## config.mk

```make
export PLATFORM = sky130hd
export DESIGN_NAME = player_sprite_decoder
export DESIGN_NICKNAME = d
export VERILOG_FILES = /design/src/rtl/player_sprite_pkg.sv /design/src/rtl/sprite_code_decode.sv /design/src/rtl/player_sprite_decoder.sv
export SDC_FILE = /design/constraint.sdc
export NUM_CORES = 1
export LEC_CHECK = 0
export CORE_MARGIN = 5
export CORE_UTILIZATION = 30
export DETAILED_ROUTE_END_ITERATION = 10
export GPL_TIMING_DRIVEN = 0
export PLACE_DENSITY = 0.48
export SLEW_MARGIN = 20
export SYNTH_ARGS = -nofsm -noshare
export SYNTH_HDL_FRONTEND = slang
export SYNTH_SLANG_ARGS = --single-unit
```

## constraint.sdc

```tcl
create_clock -name frame_clk -period 4.21 [get_ports frame_clk]
set_input_delay 0.842 -clock frame_clk [delete_from_list [all_inputs] [get_ports frame_clk]]
set_output_delay 0.842 -clock frame_clk [all_outputs]
set_load 0.02 [all_outputs]
```

## src/rtl/player_sprite_pkg.sv

```systemverilog
// Shared player animation encoding: one-hot code constants and pose type.
// Imported by both the animation FSM and player_sprite_decoder.
package player_sprite_pkg;

    localparam int CODE_W    = 12;
    localparam int NUM_POSES = 6;

    typedef logic [2:0] pose_t;

    localparam logic [CODE_W-1:0] CODE_WR  = 12'h001;
    localparam logic [CODE_W-1:0] CODE_WL  = 12'h002;
    localparam logic [CODE_W-1:0] CODE_RR1 = 12'h004;
    localparam logic [CODE_W-1:0] CODE_RR2 = 12'h008;
    localparam logic [CODE_W-1:0] CODE_RR3 = 12'h010;
    localparam logic [CODE_W-1:0] CODE_RR4 = 12'h020;
    localparam logic [CODE_W-1:0] CODE_RR5 = 12'h040;
    localparam logic [CODE_W-1:0] CODE_RL1 = 12'h080;
    localparam logic [CODE_W-1:0] CODE_RL2 = 12'h100;
    localparam logic [CODE_W-1:0] CODE_RL3 = 12'h200;
    localparam logic [CODE_W-1:0] CODE_RL4 = 12'h400;
    localparam logic [CODE_W-1:0] CODE_RL5 = 12'h800;

endpackage

```

## src/rtl/sprite_code_decode.sv

```systemverilog
// Combinational one-hot check and code-to-pose/mirror decode.
module sprite_code_decode
    import player_sprite_pkg::*;
(
    input  logic [CODE_W-1:0] code,
    output logic              valid,
    output pose_t             pose,
    output logic              mirror
);

    logic [3:0] idx;

    always_comb begin
        valid = $onehot(code);
        idx   = 4'd0;
        for (int i = 0; i < CODE_W; i++)
            if (code[i]) idx = 4'(i);

        // walk codes share the standing pose; run codes map to phases 1-5
        if (idx < 4'd2)      pose = pose_t'(0);
        else if (idx < 4'd7) pose = pose_t'(idx - 4'd1);
        else                 pose = pose_t'(idx - 4'd6);

        mirror = (idx == 4'd1) || (idx >= 4'd7);
    end

endmodule

```

## src/rtl/player_sprite_decoder.sv

```systemverilog
// Filters the animation one-hot code and registers sprite-ROM fetch controls.
// Optional blinking while invulnerable: define PLAYER_SPRITE_BLINK_EN.
module player_sprite_decoder
    import player_sprite_pkg::*;
#(
    parameter int STABLE_FRAMES = 1,
    parameter int FRAME_WORDS   = 1024,
    parameter int ADDR_W        = 13,
    parameter int BLINK_FRAMES  = 4
) (
    input  logic              frame_clk,
    input  logic              Reset,
    input  logic [CODE_W-1:0] psprite,
    input  logic              invuln,
    output pose_t             pose,
    output logic              mirror,
    output logic [ADDR_W-1:0] rom_base,
    output logic              visible,
    output logic              frame_changed,
    output logic [7:0]        err_count
);

    logic [CODE_W-1:0] cur_code;
    logic [CODE_W-1:0] cand;
    logic [3:0]        cnt;

    logic              code_valid;
    pose_t             dec_pose;
    logic              dec_mirror;
    logic [3:0]        cnt_next;
    logic              accept;
    logic [ADDR_W-1:0] rom_base_next;

    sprite_code_decode u_decode (
        .code   (psprite),
        .valid  (code_valid),
        .pose   (dec_pose),
        .mirror (dec_mirror)
    );

    always_comb begin
        if (psprite == cand) cnt_next = (cnt == 4'd15) ? cnt : cnt + 4'd1;
        else                 cnt_next = 4'd1;
        accept        = code_valid && (32'(cnt_next) >= STABLE_FRAMES) && (psprite != cur_code);
        rom_base_next = ADDR_W'(32'(dec_pose) * FRAME_WORDS);
    end

    always_ff @(posedge frame_clk or posedge Reset) begin
        if (Reset) begin
            cur_code      <= CODE_WR;
            cand          <= CODE_WR;
            cnt           <= 4'd0;
            pose          <= pose_t'(0);
            mirror        <= 1'b0;
            rom_base      <= '0;
            frame_changed <= 1'b0;
            err_count     <= 8'd0;
        end else begin
            frame_changed <= 1'b0;
            if (!code_valid) begin
                // glitch: restart the stability window, keep everything else
                cnt <= 4'd0;
                if (err_count != 8'hFF) err_count <= err_count + 8'd1;
            end else begin
                cand <= psprite;
                cnt  <= cnt_next;
                if (accept) begin
                    cur_code      <= psprite;
                    pose          <= dec_pose;
                    mirror        <= dec_mirror;
                    rom_base      <= rom_base_next;
                    frame_changed <= 1'b1;
                end
            end
        end
    end

`ifdef PLAYER_SPRITE_BLINK_EN
    localparam int BW = (BLINK_FRAMES > 1) ? $clog2(BLINK_FRAMES) : 1;

    logic [BW-1:0] blink_cnt;

    always_ff @(posedge frame_clk or posedge Reset) begin
        if (Reset) begin
            blink_cnt <= '0;
            visible   <= 1'b1;
        end else if (!invuln) begin
            blink_cnt <= '0;
            visible   <= 1'b1;
        end else if (32'(blink_cnt) == BLINK_FRAMES - 1) begin
            blink_cnt <= '0;
            visible   <= ~visible;
        end else begin
            blink_cnt <= blink_cnt + 1'b1;
        end
    end
`else
    logic unused_invuln;
    assign unused_invuln = invuln;
    assign visible       = 1'b1;
`endif

endmodule

```

Word-level counts from Yosys, hierarchy flattened:

Index checks and enable logic that the tools add are counted.

* flip-flop bits (word level): 41
* latch bits: 0
* RAM bits: 0
* ROM bits: 0
* bits of input ports: 15
* output and inout bits: 27
* memories: 0

* $add $sub $neg: 15
* multipliers: 0
* div/mod/pow operators: 0
* $lt $le $gt $ge: 4
* eq/ne operators: 6
* shift-type cells: 0
* mux-type cells: 18
* bitwise operators: 1
* reductions and logical operators: 5

Operator list (number)
* $mux W4: 7
* $add A4 B4 Y4: 5
* $mux W3: 6
* $add A1 B1 Y2: 6
* $eq A12 B12 Y1: 1
* $ne A12 B12 Y1: 1
* $add A8 B1 Y8 const B: 1
* $eq A4 B1 Y1 const B: 2
* $ne A8 B8 Y1 const B: 1
* $add A4 B1 Y4 const B: 1
* $eq A4 B4 Y1 const B: 1
* $ge A4 B1 Y1 const B: 1
* $ge A4 B3 Y1 const B: 1
* $lt A4 B2 Y1 const B: 1
* $lt A4 B3 Y1 const B: 1
* $mux W2: 2
* $reduce_and A2 Y1: 2
* $mux W1: 3
* $sub A3 B1 Y3 const B: 1
* $sub A3 B3 Y3 const B: 1
* $logic_and A1 B1 Y1: 2
* $logic_or A1 B1 Y1: 1
* $not A1 Y1: 1

Logic depth before layout (Yosys ltp):

* word-level depth: 14
* mapped depth: 17
* mapped depth without buffers: 15

Cells and area by module:

From an unflattened synthesis, not the netlist that was laid out.

* cell total of the unflattened synthesis: 225
* area, all modules: 2567.5 µm²

By module, submodules not included
* player_sprite_decoder: instances 1, cells each 160, area each 2014.4 µm², sequential area each 1028.5 µm²
* sprite_code_decode: instances 1, cells each 65, area each 553.0 µm², sequential area each 0.0 µm²

Worst setup path after synthesis:

Ideal clock, no wire load.

* kind: input port to flip-flop
* from: input port psprite[9]
* to: register pose[0]
* arrival time: 4859 ps
* setup slack: -773 ps
* stages: 17
* cells stage by stage: buf_2 inv_1 ha_1 inv_1 fa_1 fa_1 inv_1 fa_1 ha_1 inv_1 fa_1 xor2_1 and4_1 mux2i_2 a211oi_4 buf_6 mux2_2

* cells in the longest elaborated chain, start to end: 7
* elaborated cells on any way between the ends: 20
* classes of those cells: add/sub (5); order compare (3); eq/ne (3); mux (6); reduce/logical (3)

Ends and longest elaborated chain
* start, declared: line player_sprite_decoder.sv:13 `input logic [CODE_W-1:0] psprite,`
* $add A1 B1 Y2 (implied by the code): line sprite_code_decode.sv:14 `valid = $onehot(code);`
* $add A4 B4 Y4 (implied by the code) (2 in series): line sprite_code_decode.sv:14
* $eq A4 B1 Y1: line sprite_code_decode.sv:14
* $logic_and A1 B1 Y1 (2 in series): line player_sprite_decoder.sv:44 `accept = code_valid && (32'(cnt_next) >= STABLE_FRAMES) && (psprite != cur_code);`
* $reduce_and A2 Y1 (no source line)
* end signal, assigned: line player_sprite_decoder.sv:53 `pose <= pose_t'(0);`
* end signal, assigned: line player_sprite_decoder.sv:69 `pose <= dec_pose;`
* end, declared: line player_sprite_decoder.sv:15 `output pose_t pose,`

Several ways; a longest one is shown, not always the timed one.
A chain may end at the register's enable or synchronous reset.

Worst setup path after layout:

* from: input port psprite[9]
* to: register cur_code[8]

* cells in the longest elaborated chain, start to end: 7
* elaborated cells on any way between the ends: 11
* classes of those cells: add/sub (3); order compare (1); eq/ne (3); mux (1); reduce/logical (3)

Ends and longest elaborated chain
* $add A1 B1 Y2 (implied by the code): line sprite_code_decode.sv:14
* $add A4 B4 Y4 (implied by the code) (2 in series): line sprite_code_decode.sv:14
* $eq A4 B1 Y1: line sprite_code_decode.sv:14
* $logic_and A1 B1 Y1 (2 in series): line player_sprite_decoder.sv:44
* $reduce_and A2 Y1 (no source line) *
* end signal, assigned: line player_sprite_decoder.sv:68 `cur_code <= psprite;`
* end, declared: line player_sprite_decoder.sv:23 `logic [CODE_W-1:0] cur_code;`

Mark *: on every way between the ends. The rest lies on a longest branch, timed or not.

==> impl_metrics.csv <==
group,metric,value,unit
power,p_total,2.419,mW
logic_synthesis,synthFlopType,"dfrtp_1",
clock_network,clk_latency,0.30,ns
floorplan,die_x,105.6,um
global_routing,grt_antenna_before_repair,0,
status,violations,"setup timing",
timing,setup_viol,38,
setup_path,r2r_start,"cnt[0]",
placement,dp_hpwl,4.471,mm
timing,setup_tns,-6.511,ns
clock_network,cts_tree,"done",
final_layout,insertedDiodeCount,0,
setup_path,r2r_setup_slack,2.14,ns
global_routing,grt-ovfl-total,0,
placement,gp_congestion,0.7484,
floorplan,io_pins,42,
detailed_routing,viasPerCell,4.511,
timing,fin_crit,4.494,ns
logic_synthesis,seq_area_frac_synth,0.3752,
timing,relSlewSlack,0.3719,
logic_synthesis,yosys_warnings,0,
logic_synthesis,ys_ff_latch,41,
status,status,"complete, but fails checks",
global_routing,grt_usage,0.1133,
detailed_routing,dr.first_iter.drc_count,89,
setup_path,crit_path_max_fanout,5,
timing,fin_skew,0.006158,ns
logic_synthesis,ys_types,45,
final_layout,syn_to_final_growth,33.91,%
timing,timing.fmax,0.2225,GHz
logic_synthesis,syn_area,2741,um2
min_path,whs_endpoint,"cand[0]",
timing,hold_viol_final,0,
logic_synthesis,syn_inst,272,
setup_path,worstSetupEndpointType,"register",
detailed_routing,antenna_left,0,
min_path,hold_start,"cand[0]",
logic_synthesis,synth_edf_count,0,
detailed_routing,vias,2003,
final_layout,mostFrequentLayoutCells,"39 x dfrtp_1, 30 x xnor2_1, 30 x nand2_1",
final_layout,layout-drive-gt1-share,0.2887,
setup_path,rr_endpoint,"cur_code[8]",
setup_path,crit_arrival,4.68,ns
final_layout,final_common_cell,"dfrtp_1",
clock_network,cts_inserted_buffers,5,
detailed_routing,drtPass1Iterations,4,
global_routing,grt_max_degree,28,
global_routing,grt_pass1_wl,10.14,mm
power,powerDensity,658.8,nW/um2
timing,fin_crit_sh,1.068,
clock_network,htreeDepth,2,
detailed_routing,wirelength,5.949,mm
min_path,hp-class,"reg2reg",
clock_network,clock_sinks,41,
placement,dp_cells,419,
setup_path,reg2regPathDepth,8,
setup_path,start_kind,"primary input",
floorplan,rows,34,
timing,drv_slew,0,
detailed_routing,wire_per_inst,13.40,um
power,peakVddDrop,0.2753,mV
global_routing,grt_pass1_vias,2013,
final_layout,fin_cells,444,
timing,tightest_slew,0.9303,ns
floorplan,die_h,105.6,um
flow_run,drv_cap,0,
clock_network,cts_root_buf,"clkbuf_8",
floorplan,coreArea,8806,um2
logic_synthesis,syn_avg_cell_area,10.08,um2
setup_path,worstPathRequired,4.40,ns
timing,fin_ws,-0.2842,ns
final_layout,final_core_util,0.4169,
logic_synthesis,async_flop_share,1.000,
setup_path,critPathKind,"in2reg",
detailed_routing,drc,0,
floorplan,initial_core_util,0.3113,
min_path,hold_depth,2,
placement,io_buffers,29,
floorplan,die_area,11150,um2
power,leakagePower,1.694,nW
clock_network,clockBufferDepth,2,
final_layout,fin_nets,375,
clock_network,clk_pin_slew,0.08,ns
timing,rsz0062_at_grt,"yes",
synthesized netlist by cell type (all sizes together), types with 2 or more instances:
| library cell | count | area (um2) |
|---|---|---|
| dfrtp | 39 | 975.9 |
| nand2 | 30 | 112.6 |
| xnor2 | 30 | 262.8 |
| inv | 27 | 101.4 |
| buf | 19 | 136.4 |
| ha | 18 | 225.2 |
| mux2 | 17 | 191.4 |
| nand4 | 9 | 56.30 |
| o21ai | 8 | 40.04 |
| fa | 7 | 140.1 |
| nand3 | 6 | 30.03 |
| nor2 | 6 | 22.52 |
| a211oi | 5 | 50.05 |
| a21oi | 5 | 28.78 |
| nor3 | 5 | 30.03 |
| clkbuf | 4 | 17.52 |
| or2 | 4 | 25.03 |
| and2 | 3 | 18.77 |
| mux2i | 3 | 33.78 |
| xor2 | 3 | 26.28 |
| a21o | 2 | 15.01 |
| and3 | 2 | 12.51 |
| and4 | 2 | 17.52 |
| and4b | 2 | 20.02 |
| conb | 2 | 7.510 |
| dfstp | 2 | 52.55 |
| nor2b | 2 | 12.51 |
| nor3b | 2 | 15.01 |
| o311ai | 2 | 17.52 |
area by class of cell:
type,instances,area [um2]
inverter,27,106.4
tap,108,135.1
clock buffer,7,86.33
clock inverter,1,30.03
fill,859,5135
timing repair buffer,47,475.5
buffer,23,187.7
multi-input combinational,190,1622
sequential,41,1028
cell families (layout without fill, tap and decap cells):
family,Yosys count,in the layout,synth area share
AO/OA/AOI/OAI,26,26,0.06710
multiplexers,20,20,0.08215
buffers and inverters,50,105,0.09311
adder cells (fa/ha/maj),25,25,0.1333
XOR/XNOR,33,33,0.1054
flip-flops,41,41,0.3752
other,2,11,0.002739
AND/OR/NAND/NOR,75,75,0.1410
sequential cells by signal, summed over array words and instances, names as in the netlist:
signal         count
cand              12
pose               3
mirror             1
cnt                4
frame_changed      1
cur_code          12
err_count          8
where the power goes:
group / internal (mW) / total, mW / switching [mW] / leakage (nW)
Clock: 0.194 / 0.336 / 0.143 / 0.0585
Sequential: 0.578 / 0.705 / 0.128 / 0.501
Combinational: 0.794 / 1.38 / 0.583 / 1.14
Total: 1.57 / 2.42 / 0.853 / 1.69
worst max-delay path, stage by stage:
cell,delay [ns]
buf_8,0.07
buf_8,0.09
inv_6,0.03
ha_4,0.24
inv_2,0.03
fa_1,0.47
fa_1,0.49
inv_1,0.05
fa_1,0.48
ha_2,0.19
inv_2,0.04
fa_2,0.52
and4b_2,0.27
mux2i_4,0.11
a211oi_4,0.18
buf_6,0.16
buf_8,0.13
mux2_4,0.29
metrics by stage:
stage | worst slack [ns] | hold WS (ns) | area [um2]
4_1_cts | -0.4117 | 0.4744 | 3588
3_3_place_gp | -1.580 | 0.4569 | 3273
5_1_grt | -0.4106 | 0.5110 | 3671
6_report | -0.2842 | 0.4718 | 3671
2_1_floorplan | -0.5657 | 0.4461 | 2848
3_5_place_dp | -1.580 | 0.4634 | 3293
how the worst max path moves through the flow:
stage,from,end,slack (ns),cells after the start
2_1_floorplan,psprite[9],cur_code[10],-0.57,16
3_3_place_gp,psprite[8],cur_code[8],-1.58,17
3_5_place_dp,psprite[8],cur_code[8],-1.58,17
4_1_cts,psprite[9],cur_code[1],-0.41,18
5_1_grt,psprite[9],cur_code[8],-0.41,18
6_report,psprite[9],cur_code[8],-0.28,18
routing by layer:
metal / share of wire / global-route usage / wire, um / vias up
met5: 0 / 0 / 0 / -
met4: 0.017 / 0.04163 / 99 / 0
met3: 0.025 / 0.01650 / 146 / 7
met2: 0.46 / 0.1817 / 2756 / 28
met1: 0.50 / 0.1554 / 2947 / 967
li1: - / - / - / 1001
what timing repair did:
item	4_1_cts	5_1_grt
gates cloned	1	0
setup buffers	12	4
hold endpoints to repair	0	0
hold buffers	0	0
setup endpoints to repair	41	41
pin swaps	8	9
resized for setup	56	14
Power figures use the tool's default switching activity.
